[config.mk]
export PLATFORM = sky130hd
export DESIGN_NAME = tx_fifo_ctrl
export DESIGN_NICKNAME = d
export VERILOG_FILES = /design/src/rtl/tx_fifo_fwft_out.sv /design/src/rtl/tx_fifo_ctrl.sv
export SDC_FILE = /design/constraint.sdc
export NUM_CORES = 1
export LEC_CHECK = 0
export CORE_UTILIZATION = 51
export DETAILED_ROUTE_END_ITERATION = 8
export PLACE_DENSITY_LB_ADDON = 0.1
export SETUP_SLACK_MARGIN = 0.4
export SLEW_MARGIN = 30
export SYNTH_ARGS = -nofsm -noshare
export SYNTH_HDL_FRONTEND = slang
export SYNTH_SLANG_ARGS = --single-unit
[constraint.sdc]
create_clock -name i_clk -period 7.2 [get_ports i_clk]
set_clock_uncertainty 0.2 [all_clocks]
set_input_delay 1.08 -clock i_clk [delete_from_list [all_inputs] [get_ports i_clk]]
set_output_delay 1.08 -clock i_clk [all_outputs]
set_load 0.02 [all_outputs]
[src/rtl/tx_fifo_fwft_out.sv]
// tx_fifo_fwft_out: two-entry output/skid register stage for a first-word-fall-through stream.
//   i_clk, i_rst       clock and synchronous active-high reset
//   in_valid, in_data  word returning from the RAM this cycle
//   occ                words currently held (0..2)
//   valid, ready, data downstream stream; data is the registered head word
module tx_fifo_fwft_out #(
  parameter int DATA_WIDTH = 8
) (
  input  logic                  i_clk,
  input  logic                  i_rst,
  input  logic                  in_valid,
  input  logic [DATA_WIDTH-1:0] in_data,
  output logic [1:0]            occ,
  output logic                  valid,
  input  logic                  ready,
  output logic [DATA_WIDTH-1:0] data
);
  logic                  out_v_q, out_v_d, skid_v_q, skid_v_d;
  logic [DATA_WIDTH-1:0] out_q, out_d, skid_q, skid_d;
  logic                  pop, kept_v, kept_skid_v, to_skid;
  logic [DATA_WIDTH-1:0] kept_d;
  // kept_* describe the stage after the pop and skid->out refill, before the new word lands
  always_comb begin
    pop         = out_v_q & ready;
    kept_v      = (out_v_q & ~pop) | (pop & skid_v_q);
    kept_d      = (pop & skid_v_q) ? skid_q : out_q;
    kept_skid_v = skid_v_q & ~pop;
    to_skid     = in_valid & kept_v;
    out_v_d     = kept_v | in_valid;
    out_d       = kept_v ? kept_d : (in_valid ? in_data : out_q);
    skid_v_d    = kept_skid_v | to_skid;
    skid_d      = to_skid ? in_data : skid_q;
  end
  always_ff @(posedge i_clk) begin
    if (i_rst) begin
      out_v_q  <= 1'b0;
      skid_v_q <= 1'b0;
      out_q    <= '0;
      skid_q   <= '0;
    end else begin
      out_v_q  <= out_v_d;
      skid_v_q <= skid_v_d;
      out_q    <= out_d;
      skid_q   <= skid_d;
    end
  end
  assign valid = out_v_q;
  assign data  = out_q;
  assign occ   = {1'b0, out_v_q} + {1'b0, skid_v_q};
endmodule

[src/rtl/tx_fifo_ctrl.sv]
// tx_fifo_ctrl: single-clock FIFO controller driving an external dp_ram with a FWFT output stream.
//   i_clk, i_rst                 clock and synchronous active-high reset
//   i_wvalid, o_wready, i_wdata  producer side; write accepted on i_wvalid & o_wready
//   o_rvalid, i_rready, o_rdata  consumer side; word taken on o_rvalid & i_rready
//   o_count                      words held in RAM, in flight and in the output stage
//   o_ram_*                      write/read strobes, addresses and data to dp_ram
//   i_ram_rdata                  dp_ram read data, valid the cycle after o_ram_ren
module tx_fifo_ctrl #(
  parameter  int RAM_DEPTH  = 1024,
  parameter  int DATA_WIDTH = 8,
  parameter  int ADDR_WIDTH = 10,
  localparam int CNT_WIDTH  = $clog2(RAM_DEPTH + 3)
) (
  input  logic                  i_clk,
  input  logic                  i_rst,
  input  logic                  i_wvalid,
  output logic                  o_wready,
  input  logic [DATA_WIDTH-1:0] i_wdata,
  output logic                  o_rvalid,
  input  logic                  i_rready,
  output logic [DATA_WIDTH-1:0] o_rdata,
  output logic [CNT_WIDTH-1:0]  o_count,
  output logic                  o_ram_wen,
  output logic [ADDR_WIDTH-1:0] o_ram_waddr,
  output logic [DATA_WIDTH-1:0] o_ram_wdata,
  output logic                  o_ram_ren,
  output logic [ADDR_WIDTH-1:0] o_ram_raddr,
  input  logic [DATA_WIDTH-1:0] i_ram_rdata
);
  logic [ADDR_WIDTH-1:0] wptr_q, wptr_d, rptr_q, rptr_d;
  logic [CNT_WIDTH-1:0]  ram_cnt_q, ram_cnt_d, count_q, count_d;
  logic                  inflight_q;
  logic [1:0]            occ;
  logic [2:0]            ahead;
  logic                  pop, issue;
  // pointers wrap at RAM_DEPTH, which need not be a power of two
  function automatic logic [ADDR_WIDTH-1:0] ptr_inc(input logic [ADDR_WIDTH-1:0] p);
    return (p == ADDR_WIDTH'(RAM_DEPTH - 1)) ? '0 : p + ADDR_WIDTH'(1);
  endfunction
  // a read is issued only if its word will have a free slot in out/skid on return;
  // full is judged on the registered count so a same-cycle issue never frees a slot early
  always_comb begin
    o_wready  = ~i_rst && (ram_cnt_q < CNT_WIDTH'(RAM_DEPTH));
    o_ram_wen = i_wvalid & o_wready;
    pop       = o_rvalid & i_rready;
    ahead     = 3'(occ) + 3'(inflight_q) - 3'(pop);
    issue     = (ram_cnt_q != '0) && (ahead < 3'd2);
    wptr_d    = o_ram_wen ? ptr_inc(wptr_q) : wptr_q;
    rptr_d    = issue ? ptr_inc(rptr_q) : rptr_q;
    ram_cnt_d = ram_cnt_q + CNT_WIDTH'(o_ram_wen) - CNT_WIDTH'(issue);
    count_d   = count_q + CNT_WIDTH'(o_ram_wen) - CNT_WIDTH'(pop);
  end
  always_ff @(posedge i_clk) begin
    if (i_rst) begin
      wptr_q     <= '0;
      rptr_q     <= '0;
      ram_cnt_q  <= '0;
      count_q    <= '0;
      inflight_q <= 1'b0;
    end else begin
      wptr_q     <= wptr_d;
      rptr_q     <= rptr_d;
      ram_cnt_q  <= ram_cnt_d;
      count_q    <= count_d;
      inflight_q <= issue;
    end
  end
  tx_fifo_fwft_out #(.DATA_WIDTH(DATA_WIDTH)) u_out (
    .i_clk    (i_clk),
    .i_rst    (i_rst),
    .in_valid (inflight_q),
    .in_data  (i_ram_rdata),
    .occ      (occ),
    .valid    (o_rvalid),
    .ready    (i_rready),
    .data     (o_rdata)
  );
  assign o_ram_waddr = wptr_q;
  assign o_ram_wdata = i_wdata;
  assign o_ram_ren   = issue;
  assign o_ram_raddr = rptr_q;
  assign o_count     = count_q;
endmodule

After elaboration in Yosys (flattened, before gate mapping)
Cells that the tools add are included.
{"block": "totals", "reg_bits": 61, "input_bits": 20}
{"block": "op_classes", "add_sub_neg": 9, "n_reduce_logical": 5, "n_bitwise": 11, "magnitude_cmp": 2, "n_mux": 5, "eq_ne": 3}
{"op": "$mux W8", "count": 3}
{"op": "$add A11 B1 Y11", "count": 2}
{"op": "$sub A11 B1 Y11", "count": 2}
{"op": "$add A10 B1 Y10 const B", "count": 2}
{"op": "$eq A10 B10 Y1 const B", "count": 2}
{"op": "$mux W10", "count": 2}
{"op": "$lt A11 B11 Y1 const B", "count": 1}
{"op": "$reduce_bool A11 Y1", "count": 1}
{"op": "$and A1 B1 Y1", "count": 6}
{"op": "$add A2 B1 Y3", "count": 1}
{"op": "$lt A3 B2 Y1 const B", "count": 1}
{"op": "$or A1 B1 Y1", "count": 3}
{"op": "$sub A3 B1 Y3", "count": 1}
{"op": "$add A1 B1 Y2", "count": 1}
{"op": "$logic_and A1 B1 Y1", "count": 2}
{"op": "$ne A2 B2 Y1 const B", "count": 1}
{"op": "$not A1 Y1", "count": 2}
{"op": "$reduce_and A2 Y1", "count": 1}
{"op": "$reduce_bool A2 Y1", "count": 1}

Depth between registers and ports, before layout
Gate-level depths: netlist of the first run.
{"block": "depth", "depth_word": 6, "depth_mapped": 19, "mapped_depth_nobuf": 19}

Hierarchy
A second synthesis of the first run with hierarchy kept.
{"block": "hier_totals", "cells_unflattened": 399, "hier_area_um2": 3474.6}
{"mod": "tx_fifo_ctrl", "seq_area_each_um2": 860.8, "area_each_um2": 2687.6, "instances": 1, "cells_per_inst": 311}
{"mod": "tx_fifo_fwft_out", "seq_area_each_um2": 360.3, "area_each_um2": 787.0, "instances": 1, "cells_per_inst": 88}

Worst setup path after synthesis of the first run
OpenSTA, ideal clock, no wires.
{"block": "synth_timing", "path_type": "input -> register", "start": "input port i_rready", "end": "register ram_cnt_q[10]", "t_required_ns": 6.869, "cell_stages": 19, "setup_ns": 0.131, "arrival_ns": 4.097, "path_slack_ns": 2.772, "n_path_buf": 0, "path_cell_list": "nand2_1 > inv_1 > ha_1 > inv_1 > ha_1 > a21oi_4 > xor2_1 > nand2_2 > inv_2 > ha_1 > inv_1 > ha_1 > inv_1 > fa_1 > nor2b_1 > o221ai_1 > a211o_1 > a21oi_1 > nor3b_1"}
{"block": "synth_between", "elab_chain_len": 5}
{"item": "start, declared", "line_no": "tx_fifo_ctrl.sv:20", "rtl": "input logic i_rready,"}
{"item": "$and A1 B1 Y1", "line_no": "tx_fifo_ctrl.sv:45", "rtl": "pop = o_rvalid & i_rready;"}
{"item": "$sub A3 B1 Y3", "line_no": "tx_fifo_ctrl.sv:46", "rtl": "ahead = 3'(occ) + 3'(inflight_q) - 3'(pop);"}
{"item": "$lt A3 B2 Y1", "line_no": "tx_fifo_ctrl.sv:47", "rtl": "issue = (ram_cnt_q != '0) && (ahead < 3'd2);"}
{"item": "$logic_and A1 B1 Y1", "line_no": "tx_fifo_ctrl.sv:47"}
{"item": "named net o_ram_ren", "line_no": "tx_fifo_ctrl.sv:26", "rtl": "output logic o_ram_ren,"}
{"item": "$sub A11 B1 Y11", "line_no": "tx_fifo_ctrl.sv:50", "rtl": "ram_cnt_d = ram_cnt_q + CNT_WIDTH'(o_ram_wen) - CNT_WIDTH'(issue);"}
{"item": "end signal, assigned", "line_no": "tx_fifo_ctrl.sv:63", "rtl": "ram_cnt_q <= ram_cnt_d;"}
{"item": "end, declared", "line_no": "tx_fifo_ctrl.sv:31", "rtl": "logic [CNT_WIDTH-1:0] ram_cnt_q, ram_cnt_d, count_q, count_d;"}
The timed path passes the listed nets, and every way through them passes these cells.
A chain may end at the register's enable or synchronous reset.

Final worst setup path of the first run
{"block": "layout_timing", "start": "input port i_rready", "end": "output port o_ram_ren"}
{"block": "layout_between", "elab_chain_len": 4}
{"item": "$and A1 B1 Y1", "line_no": "tx_fifo_ctrl.sv:45"}
{"item": "$sub A3 B1 Y3", "line_no": "tx_fifo_ctrl.sv:46"}
{"item": "$lt A3 B2 Y1", "line_no": "tx_fifo_ctrl.sv:47"}
{"item": "$logic_and A1 B1 Y1", "line_no": "tx_fifo_ctrl.sv:47"}
{"item": "end, declared", "line_no": "tx_fifo_ctrl.sv:26"}
No other way between the ends.

==> summary.md, run 1 <==
| Metric | Value |
|---|---|
| Layer with the highest usage | `met2` |
| Drt initial violations | `65` |
| Period utilisation layout | `0.672` |
| Area grow syn2layout | `21.7%` |
| Sink Count | `about 60` |
| Antenna-violating nets left | `0` |
| Clk_lat worst skew | `~0.34 ns` |
| Final-report hold violation count | `0` |
| Diodes inserted | `0` |
| Die W | `between 80 and 90 um` |
| Max cap viols | `0` |
| Total setup buffers inserted after CTS | `0` |
| CP max stage cell | `clkdlybuf4s50_1` |
| Fillers | `~550` |
| Max Root-Sink Buffers | `2` |
| Core area | `about 6500 um2` |
| DIE HEIGHT | `between 80 and 90 um` |
| Hpwl dp | `4.86 mm` |
| Max stage delay on crit path | `0.61 ns` |
| Max Slew Vio Count | `0` |
| H-tree depth | `3` |
| CTS tree | `built` |
| Post-synthesis sequential area ratio | `0.350` |
| Port Buf Inserts | `between 50 and 60` |
| Pwr Density | `422 nW/um2` |
| Crit end category | `primary output` |
| Status | `complete, but fails checks` |
| Setup Viol. Count Final | `0` |
| Rel. slew slack | `0.557` |
| FFs w/ async S/R, synth | `0` |
| Vias | `2736` |
| Antenna violations before repair | `0` |
| GR Util met3 | `0.0452` |
| CP Cell Sequence | `clkdlybuf4s50_1, nand2_1, inv_1, ha_1, inv_1, ha_1, a21oi_4, xor2_1, nand2_2, inv_2, clkdlybuf4s50_1` |
| Min cycle time layout | `4.84 ns` |
| Routability cong. | `between 0.7 and 0.8` |
| Unrepaired setup endpoints after global routing | `no` |
| Average wire per standard cell | `approximately 13 um` |
| Gr usage total | `0.199` |
| Die area | `about 7200 um2` |
| Net Count, Synth | `447` |
| Post-synth cell types | `56` |
| Slew of the pin with the lowest slew margin | `roughly 0.66 ns` |
| Root buffer cell | `clkbuf_8` |
| Router iterations before antenna repair | `8` |
| Setup TNS | `0 ns` |
| Yosys reg bits | `roughly 60` |
| Setup CP Type | `input port to primary output` |
| Worst Path Arrival | `3.56 ns` |
| Failing checks | `DRC` |
| Num CTS Buffers | `9` |
| Number of global-route vias before repair | `about 2600` |
| GR Util met1 | `0.243` |
| Drc violations | `5` |
| Post-Syn Area per Cell | `8.89 um2` |
| Worst Hold Class | `flop to flop` |
| FP Rows | `29` |
| Max FO, Critical Path | `4` |
| Total wire length | `about 6.8 mm` |
| Max IR drop VDD | `around 0.27 mV` |
| Global route overflow | `0` |
| Startpoint class of the critical path | `input port` |
| Nets | `495` |
| Hold_buf cts | `0` |
| Starting Density | `0.538` |
| Post-synth top flop | `dfxtp_1` |
| Pin count of the biggest net entering global routing | `60` |
| First-pass GRT wire length | `approximately 11 mm` |
| Static Leak | `0.00186 uW` |
| Syn Inst Count | `slightly below 400` |
| DR vias/cell | `5.24` |
| Max frequency | `207 MHz` |
| Req. time, crit path | `5.92 ns` |
| Power consumption | `1800 uW` |
| Share of layout cells above drive strength 1 | `0.0809` |
| EDFF count, synth | `0` |
| Final core occ | `0.655` |
| Syn. warnings | `0` |
| Met2 Use GR | `0.334` |
| Gates resized, CTS repair | `0` |
| Clk slew on worst S/H paths | `0.07 ns` |
| Num ports | `71` |
| Mapped Area | `roughly 3500 um2` |
-- layer usage --
layer / part of all wire / routed length, um
met5: 0 / 0
met4: 0.021 / 143
met3: 0.040 / 268
met2: 0.46 / 3090
met1: 0.48 / 3280
-- where the power goes --
part	switching (uW)	internal (uW)	leakage, uW	total [uW]
registers	59.4	418	0.000501	477
clock network	137	213	0.000113	349
logic	527	442	0.00125	969
total	723	1070	0.00186	1800
-- synth_stat cells (4+ instances only) --
cell type  number  area (um2)
a211oi_1       12        90.1
a21o_1          5        37.5
a21oi_1        15        75.1
buf_4          10        75.1
clkbuf_1        4        15.0
dfxtp_1        61        1220
ha_1           32         400
inv_1          35         131
inv_2           4        15.0
mux2i_1        16         160
nand2_1        19        71.3
nand2b_1        4        25.0
nand3_1        10        50.1
nor2_1         56         210
nor2b_1         8        50.1
nor3b_1         4        30.0
o21ai_0         4        20.0
o21ai_1         4        20.0
o21bai_1        4        30.0
xnor2_1        11        96.3
xor2_1         16         140
-- cell families (layout without fill, tap and decap cells) --
group	after synthesis	count (layout)	share of synthesized area
flip-flops	61	61	0.350
buffers and inverters	57	109	0.0727
XOR/XNOR	28	28	0.0724
multiplexers	20	20	0.0588
adder cells (fa/ha/maj)	34	34	0.126
AO/OA/AOI/OAI	61	61	0.127
AND/OR/NAND/NOR	132	132	0.193
-- metrics by stage --
step / setup WS (ns) / cells / hold WS, ns / cell area, um2
6_report: 2.36 / 522 / 0.297 / 4250
5_1_grt: 2.20 / 522 / 0.322 / 4250
4_1_cts: 2.35 / 522 / 0.299 / 4250
3_5_place_dp: 2.12 / 507 / 0.283 / 4030
3_3_place_gp: 2.21 / 507 / 0.275 / 4020
2_1_floorplan: 2.77 / 393 / 0.263 / 3490
-- sequential cells by signal (all words and copies together) (netlist names), 8 cells and up --
name          cells
o_count          11
o_ram_raddr      10
o_ram_waddr      10
ram_cnt_q        11
u_out.data        8
u_out.skid_q      8
-- worst paths after layout --
kind,cells past startpoint,from,endpoint,slack [ns]
max,11,i_rready,o_ram_ren,2.36
min,2,u_out.skid_q[2]$_SDFFE_PP0P_,u_out.skid_q[2]$_SDFFE_PP0P_,0.30
max reg2reg,19,u_out.valid$_SDFF_PP0_,ram_cnt_q[10]$_SDFF_PP0_,3.27
min reg2reg,2,u_out.skid_q[2]$_SDFFE_PP0P_,u_out.skid_q[2]$_SDFFE_PP0P_,0.30
-- worst max-delay path, delay by kind of cell --
family | cells | cell delay (ns)
fa+ha+maj | 2 | 0.58
xor+xnor | 1 | 0.23
simple gates | 2 | 0.21
buf+inv | 5 | 1.25
compound gates | 1 | 0.21
-- area by class of cell --
cell class,count,area [um2],share of cell area
repair buffers,55,543,0.128
clock inverters,3,68.8,0.0162
inverters,39,146,0.0344
well taps,77,96.3,0.0227
clock buffers,12,155,0.0365
flip-flops and latches,61,1220,0.287
multi-input cells,275,2020,0.475
-- cells in the final DEF (no fill, tap or decap), drive strengths merged, types with 4 or more instances in the layout --
| master | instances |
|---|---|
| nor4 | 4 |
| nor2b | 8 |
| mux2i | 16 |
| o21ai | 8 |
| nor2 | 58 |
| a21o | 5 |
| xor2 | 16 |
| nand2 | 21 |
| clkbuf | 12 |
| nand2b | 4 |
| inv | 39 |
| nor3 | 4 |
| clkdlybuf4s50 | 53 |
| xnor2 | 12 |
| a21oi | 18 |
| ha | 32 |
| a211oi | 12 |
| nor3b | 4 |
| mux2 | 4 |
| nand3 | 10 |
| dfxtp | 61 |
| o21bai | 4 |
(Power assumes the default switching activity.)
==> run 2: changes to the inputs <==
==> constraint.sdc (replaced) <==
create_clock -name i_clk -period 4.6 [get_ports i_clk]
set_clock_uncertainty 0.2 [all_clocks]
set_input_delay 0.69 -clock i_clk [delete_from_list [all_inputs] [get_ports i_clk]]
set_output_delay 0.69 -clock i_clk [all_outputs]
set_load 0.02 [all_outputs]
==> summary.md, run 2 (synthesized netlist as in run 1, its figures left out) <==
| Metric | Value |
|---|---|
| Status | `complete, but fails checks (unchanged)` |
| Failing checks | `DRC (unchanged)` |
| Num CTS Buffers | `9 (unchanged)` |
| Routability cong. | `0.822 (was 0.799)` |
| Power consumption | `2850 uW (was 1800 uW)` |
| Reg-to-reg slack, setup | `0.96 ns (was 3.27 ns)` |
| Root buffer cell | `clkbuf_8 (unchanged)` |
| Setup CP Type | `input port to flop (was input port to primary output)` |
| Core area | `6490 um2 (unchanged)` |
| Met1 wire length | `3.25 mm (was 3.28 mm)` |
| Max frequency | `roughly 270 MHz` |
| Period utilisation layout | `0.816` |
| Antenna-violating nets left | `0 (unchanged)` |
| Average wire per standard cell | `12.8 um (was 13.0 um)` |
| Hold_buf cts | `0 (unchanged)` |
| Startpoint class of the critical path | `input port (unchanged)` |
| H-tree depth | `3 (unchanged)` |
| Clk slew on worst S/H paths | `0.07 ns (about the same)` |
| Share of layout cells above drive strength 1 | `0.104 (was 0.0809)` |
| Total wire length | `6.76 mm (was 6.78 mm)` |
| Setup Viol. Count Final | `0 (unchanged)` |
| Hpwl dp | `4.90 mm (was 4.86 mm)` |
| Die area | `7180 um2 (unchanged)` |
| DR vias/cell | `5.24 (about the same)` |
| Crit end category | `flop (was primary output)` |
| Fillers | `534 (was 553)` |
| Internal power | `1690 uW (was 1070 uW)` |
| Num ports | `71 (unchanged)` |
| First-pass GRT wire length | `11.5 mm (unchanged)` |
| Post-placement cell count | `510 (was 507)` |
| Switching power | `1160 uW (was 723 uW)` |
| Met3 WL | `254 um (was 268 um)` |
| FP Rows | `29 (unchanged)` |
| DIE HEIGHT | `84.8 um (unchanged)` |
| Nets | `500 (was 495)` |
| R2r worst-path depth | `19 (unchanged)` |
| Pin count of the biggest net entering global routing | `59 (was 60)` |
| Pwr Density | `661 nW/um2 (was 422 nW/um2)` |
| Die W | `84.8 um (unchanged)` |
| Number of global-route vias before repair | `2644 (was 2599)` |
| Drc violations | `8 (was 5)` |
| Logic pwr share | `0.552 (was 0.540)` |
| Min cycle time layout | `~3.8 ns` |
| Gr usage total | `0.202 (was 0.199)` |
| Antenna violations before repair | `0 (unchanged)` |
| Max Slew Vio Count | `0 (unchanged)` |
| Rel. slew slack | `0.588 (was 0.557)` |
| Top Metal Used | `met4 (unchanged)` |
| Area grow syn2layout | `23.3% (was 21.7%)` |
| Starting Density | `0.538 (unchanged)` |
| Reg-to-reg critical path endpoint | `ram_cnt_q[10]$_SDFF_PP0_ (unchanged)` |
| Sw Share | `0.408 (was 0.403)` |
| Static Leak | `0.00189 uW (was 0.00186 uW)` |
| Vias | `2769 (was 2736)` |
| Worst Setup SP | `i_rready (unchanged)` |
| Max cap viols | `0 (unchanged)` |
| Worst Path Arrival | `3.76 ns (was 3.56 ns)` |
| Most frequent cells in the layout | `dfxtp_1, nor2_1, clkdlybuf4s50_1 (unchanged)` |
| Unrepaired setup endpoints after global routing | `no (unchanged)` |
| Drt initial violations | `122 (was 65)` |
| Post-route insts no fill | `528 (was 522)` |
| Max Root-Sink Buffers | `2 (unchanged)` |
| Global route overflow | `0 (unchanged)` |
| Clock share of power | `0.185 (was 0.195)` |
| Final-report hold violation count | `0 (unchanged)` |
| Diodes inserted | `0 (unchanged)` |
| Max FO, Critical Path | `3 (was 4)` |
| Port Buf Inserts | `54 (unchanged)` |
| R2r startpoint | `u_out.valid$_SDFF_PP0_ (unchanged)` |
| Slew of the pin with the lowest slew margin | `0.618 ns (was 0.664 ns)` |
| Share of power burned in registers | `0.263 (was 0.266)` |
| Sink Count | `61 (unchanged)` |
| Max IR drop VDD | `0.434 mV (was 0.270 mV)` |
| CTS tree | `built (unchanged)` |
| Commonest non-fill, non-tap cell in the layout | `dfxtp_1 (unchanged)` |
| Router iterations before antenna repair | `6 (was 8)` |
| Met2 WL | `3.14 mm (was 3.09 mm)` |
| Clk_lat worst skew | `0.34 ns (about the same)` |
| Worst Hold Class | `flop to flop (unchanged)` |
| Req. time, crit path | `4.61 ns (was 5.92 ns)` |
| Setup crit end | `ram_cnt_q[10]$_SDFF_PP0_ (was o_ram_ren)` |
## run 2: worst max-delay path, stage by stage
cell            delay (ns)
dlymetal6s2s_1        0.15
nand2_2               0.07
inv_1                 0.07
ha_1                  0.27
inv_1                 0.04
ha_1                  0.30
a21oi_4               0.17
xor2_2                0.19
nand2_2               0.08
inv_2                 0.06
ha_1                  0.21
inv_1                 0.05
ha_1                  0.15
inv_1                 0.05
fa_1                  0.39
nor2b_2               0.18
o221ai_2              0.13
a211o_1               0.30
a21oi_2               0.16
nor3b_2               0.05
## run 2: how the worst min path moves through the flow
| stage | startpoint | to | slack (ns) | cells past startpoint |
|---|---|---|---|---|
| final | u_out.skid_q[2]$_SDFFE_PP0P_ | u_out.skid_q[2]$_SDFFE_PP0P_ | 0.30 | 2 |
| after global routing | u_out.skid_q[2]$_SDFFE_PP0P_ | u_out.skid_q[2]$_SDFFE_PP0P_ | 0.33 | 2 |
| after CTS | o_ram_waddr[9]$_SDFFE_PP0P_ | o_ram_waddr[9]$_SDFFE_PP0P_ | 0.30 | 2 |
| after detailed placement | u_out.skid_q[2]$_SDFFE_PP0P_ | u_out.skid_q[2]$_SDFFE_PP0P_ | 0.29 | 2 |
| after global placement | u_out.skid_q[0]$_SDFFE_PP0P_ | u_out.skid_q[0]$_SDFFE_PP0P_ | 0.27 | 2 |
| after floorplan | u_out.skid_q[0]$_SDFFE_PP0P_ | u_out.skid_q[0]$_SDFFE_PP0P_ | 0.26 | 2 |
## run 2: metal layers
layer / up-vias / GRT usage
met5: - / 0
met4: 0 / 0.100
met3: 12 / 0.0462
met2: 62 / 0.336
met1: 1269 / 0.246
li1: 1426 / -
## run 2: power by group through the flow
stage	combinational (uW)	sequential, uW	clock, uW
CTS	1550	750	539
floorplan	1090	823	0
global placement	1490	760	0
detailed placement	1520	760	0
global route	1770	764	569
finish	1570	749	527
## run 2: stage by stage
step	util	cell area (um2)	setup TNS (ns)	worst slack [ns]	hold slack, ns
finish	0.663	4310	0	0.847	0.297
global route	0.663	4310	0	0.665	0.327
CTS	0.657	4270	0	0.402	0.298
detailed placement	0.623	4050	-0.0565	-0.0491	0.288
global placement	0.623	4050	0	0.0581	0.274
floorplan	-	3490	0	0.562	0.263
## run 2: repair_timing
item	CTS	global route
gates resized for setup	2	5
buffers inserted	0	2
setup endpoints to repair	2	5
pin swaps	0	3
hold endpoints to repair	0	0
## run 2: cell type report
| type | instances | area (um2) | area share |
|---|---|---|---|
| clock buffer | 10 | 128 | 0.0296 |
| clock inverter | 6 | 86.3 | 0.0201 |
| inverter | 39 | 146 | 0.0340 |
| multi-input combinational | 275 | 2040 | 0.475 |
| sequential | 61 | 1220 | 0.284 |
| tap | 77 | 96.3 | 0.0224 |
| timing repair buffer | 60 | 583 | 0.135 |
==> run 3: changes to the inputs <==
--- a/config.mk
+++ b/config.mk
@@ -5,7 +5,7 @@
 export SDC_FILE = /design/constraint.sdc
 export NUM_CORES = 1
 export LEC_CHECK = 0
-export CORE_UTILIZATION = 51
+export CORE_UTILIZATION = 47
 export DETAILED_ROUTE_END_ITERATION = 8
 export PLACE_DENSITY_LB_ADDON = 0.1
 export SETUP_SLACK_MARGIN = 0.4
==> constraint.sdc (replaced) <==
create_clock -name i_clk -period 3.3 [get_ports i_clk]
set_clock_uncertainty 0.2 [all_clocks]
set_input_delay 0.495 -clock i_clk [delete_from_list [all_inputs] [get_ports i_clk]]
set_output_delay 0.495 -clock i_clk [all_outputs]
set_load 0.02 [all_outputs]
==> summary.md, run 3 (synthesized netlist as in run 1, its figures left out) <==
| Metric | Value |
|---|---|
| Status | `complete, but fails checks (unchanged)` |
| Failing checks | `setup timing (was DRC)` |
| Gr usage total | `0.190 (was 0.202)` |
| Num CTS Buffers | `9 (unchanged)` |
| Reg-to-reg slack, setup | `-0.007 ns (was 0.96 ns)` |
| Pre-CTS setup slack | `-0.751 ns (was -0.0491 ns)` |
| Period utilisation layout | `1.00` |
| Max Slew Vio Count | `0 (unchanged)` |
| Commonest non-fill, non-tap cell in the layout | `dfxtp_1 (unchanged)` |
| Static Leak | `0.00199 uW (was 0.00189 uW)` |
| Cell count along the critical path | `19 (was 20)` |
| Routability cong. | `0.811 (was 0.822)` |
| H-tree depth | `3 (unchanged)` |
| Max IR drop VDD | `0.711 mV (was 0.434 mV)` |
| Clk slew on worst S/H paths | `0.07 ns (about the same)` |
| DIE HEIGHT | `88.2 um (was 84.8 um)` |
| Max cap viols | `0 (unchanged)` |
| Req. time, crit path | `3.31 ns (was 4.61 ns)` |
| Setup TNS | `-0.00750 ns (was 0 ns)` |
| Most frequent cells in the layout | `dfxtp_1, nor2_1, clkdlybuf4s50_1 (unchanged)` |
| First-pass GRT wire length | `11.4 mm (was 11.5 mm)` |
| CTS tree | `built (unchanged)` |
| Drc violations | `0 (was 8)` |
| Hold_buf cts | `0 (unchanged)` |
| Worst Setup SP | `u_out.valid$_SDFF_PP0_ (was i_rready)` |
| Setup CP Type | `flop to flop (was input port to flop)` |
| R2r startpoint | `u_out.valid$_SDFF_PP0_ (unchanged)` |
| Diodes inserted | `0 (unchanged)` |
| Die area | `7780 um2 (was 7180 um2)` |
| Vias | `2815 (was 2769)` |
| Crit end category | `flop (unchanged)` |
| Min cycle time layout | `3.31 ns` |
| Router iterations before antenna repair | `4 (was 6)` |
| Rel. slew slack | `0.578 (was 0.588)` |
| Worst Hold Class | `flop to flop (unchanged)` |
| Fillers | `643 (was 534)` |
| Root buffer cell | `clkbuf_8 (unchanged)` |
| Final core occ | `0.639 (was 0.663)` |
| Worst Path Arrival | `3.32 ns (was 3.76 ns)` |
| Post-route cell area | `4610 um2 (was 4310 um2)` |
| Pwr Density | `923 nW/um2 (was 661 nW/um2)` |
| Antenna violations before repair | `0 (unchanged)` |
| Total wire length | `7.12 mm (was 6.76 mm)` |
| WP buf/inv | `5 (was 6)` |
| Max stage delay on crit path | `0.38 ns (was 0.39 ns)` |
| Reg-to-reg critical path endpoint | `ram_cnt_q[10]$_SDFF_PP0_ (unchanged)` |
| Max Root-Sink Buffers | `2 (unchanged)` |
| Average wire per standard cell | `12.5 um (was 12.8 um)` |
| DR vias/cell | `4.93 (was 5.24)` |
| Final worst slack | `-0.00750 ns (was 0.847 ns)` |
| Starting Density | `0.484 (was 0.538)` |
| Final-report hold violation count | `0 (unchanged)` |
| Slew of the pin with the lowest slew margin | `0.632 ns (was 0.618 ns)` |
| Setup crit end | `ram_cnt_q[10]$_SDFF_PP0_ (unchanged)` |
| Drt initial violations | `71 (was 122)` |
| Num ports | `71 (unchanged)` |
| Max frequency | `just over 300 MHz` |
| Most used cell, CP | `ha_4` |
| Port Buf Inserts | `54 (unchanged)` |
| CP max stage cell | `fa_2 (was fa_1)` |
| CP Cell Sequence | `nand2_8, inv_4, ha_4, inv_2, ha_4, a21oi_4, xor2_2, nand2_2, inv_4, ha_4, inv_2, ha_4, inv_2, fa_2, nor2b_4, o221ai_2, a211o_1, a21oi_2, nor3b_2 (was dlymetal6s2s_1, nand2_2, inv_1, ha_1, inv_1, ha_1, a21oi_4, xor2_2, nand2_2, inv_2, ha_1, inv_1, ha_1, inv_1, fa_1, nor2b_2, o221ai_2, a211o_1, a21oi_2, nor3b_2)` |
| Clk_lat worst skew | `0.34 ns (about the same)` |
| Unrepaired setup endpoints after global routing | `yes (was no)` |
| Area grow syn2layout | `32.0% (was 23.3%)` |
| Antenna-violating nets left | `0 (unchanged)` |
| Global route overflow | `0 (unchanged)` |
| Share of layout cells above drive strength 1 | `0.193 (was 0.104)` |
| Area after DPL | `4300 um2 (was 4050 um2)` |
| Core area | `7210 um2 (was 6490 um2)` |
| Max FO, Critical Path | `2 (was 3)` |
| Hpwl dp | `4.95 mm (was 4.90 mm)` |
| Number of global-route vias before repair | `2613 (was 2644)` |
| R2r worst-path depth | `19 (unchanged)` |
| Sink Count | `61 (unchanged)` |
| Crit path max-delay family | `adder cells (unchanged)` |
| FP Rows | `31 (was 29)` |
| Pin count of the biggest net entering global routing | `59 (unchanged)` |
| Worst hold slack | `0.303 ns (was 0.297 ns)` |
| Nets | `521 (was 500)` |
| Setup Viol. Count Final | `1 (was 0)` |
| Die W | `88.2 um (was 84.8 um)` |
| Startpoint class of the critical path | `flop (was input port)` |
==> run 3: cell count changes in the layout (fill, tap and decap cells not counted), sizes merged <==
cell and change:
clkdlybuf4s50 -2, clkinvlp +1, inv -1, clkbuf +1
buf +23, bufinv -1
==> run 3: how the worst min path moves through the flow <==
stage                                      start                           end  slack [ns]  cells after the start
floorplan           u_out.skid_q[0]$_SDFFE_PP0P_  u_out.skid_q[0]$_SDFFE_PP0P_        0.26                      2
global placement    u_out.skid_q[3]$_SDFFE_PP0P_  u_out.skid_q[3]$_SDFFE_PP0P_        0.27                      2
detailed placement  u_out.skid_q[1]$_SDFFE_PP0P_  u_out.skid_q[1]$_SDFFE_PP0P_        0.29                      2
CTS                  o_ram_waddr[1]$_SDFFE_PP0P_   o_ram_waddr[1]$_SDFFE_PP0P_        0.30                      2
global route          u_out.data[4]$_SDFFE_PP0P_    u_out.data[4]$_SDFFE_PP0P_        0.32                      2
finish              u_out.skid_q[4]$_SDFFE_PP0P_  u_out.skid_q[4]$_SDFFE_PP0P_        0.30                      2
==> run 3: layout make-up <==
type,instances,area (um2),area share
inverter,39,151,0.0328
timing repair buffer,81,731,0.159
sequential,61,1220,0.265
clock buffer,11,151,0.0328
tap,99,124,0.0269
multi-input combinational,275,2170,0.471
clock inverter,5,58.8,0.0128
==> run 3: metrics by stage <==
| stage | total power, uW | cells |
|---|---|---|
| 2_1_floorplan | 2770 | 393 |
| 3_3_place_gp | 3350 | 548 |
| 3_5_place_dp | 3380 | 548 |
| 4_1_cts | 4180 | 568 |
| 5_1_grt | 4600 | 571 |
| 6_report | 4260 | 571 |
==> run 3: where the power goes <==
part	switching [uW]	total, uW	leakage [uW]	internal, uW
sequential	134	1050	0.000501	912
combinational	1280	2500	0.00139	1220
clock	316	706	0.000102	390
==> run 3: timing repair <==
action / in CTS / in global routing
pin swaps: 3 / 6
setup buffers: 4 / 3
gates resized for setup: 11 / 9
endpoints found under the setup margin: 14 / 10
==> run 3: worst register-to-register path, stage by stage, from the launching register on <==
cell and delay [ns]:
dfxtp_2 0.35, nand2_8 0.07, inv_4 0.04, ha_4 0.24, inv_2 0.04, ha_4 0.23
a21oi_4 0.15, xor2_2 0.18, nand2_2 0.10, inv_4 0.06, ha_4 0.18, inv_2 0.06
ha_4 0.13, inv_2 0.04, fa_2 0.38, nor2b_4 0.14, o221ai_2 0.10, a211o_1 0.30
a21oi_2 0.14, nor3b_2 0.05
==> run 3: routing by layer <==
layer	GRT usage	vias to the layer above	routed length (um)
met1	0.242	1292	3460
met5	0	-	0
met4	0.0865	0	115
met2	0.310	40	3340
li1	-	1472	-
met3	0.0368	11	197
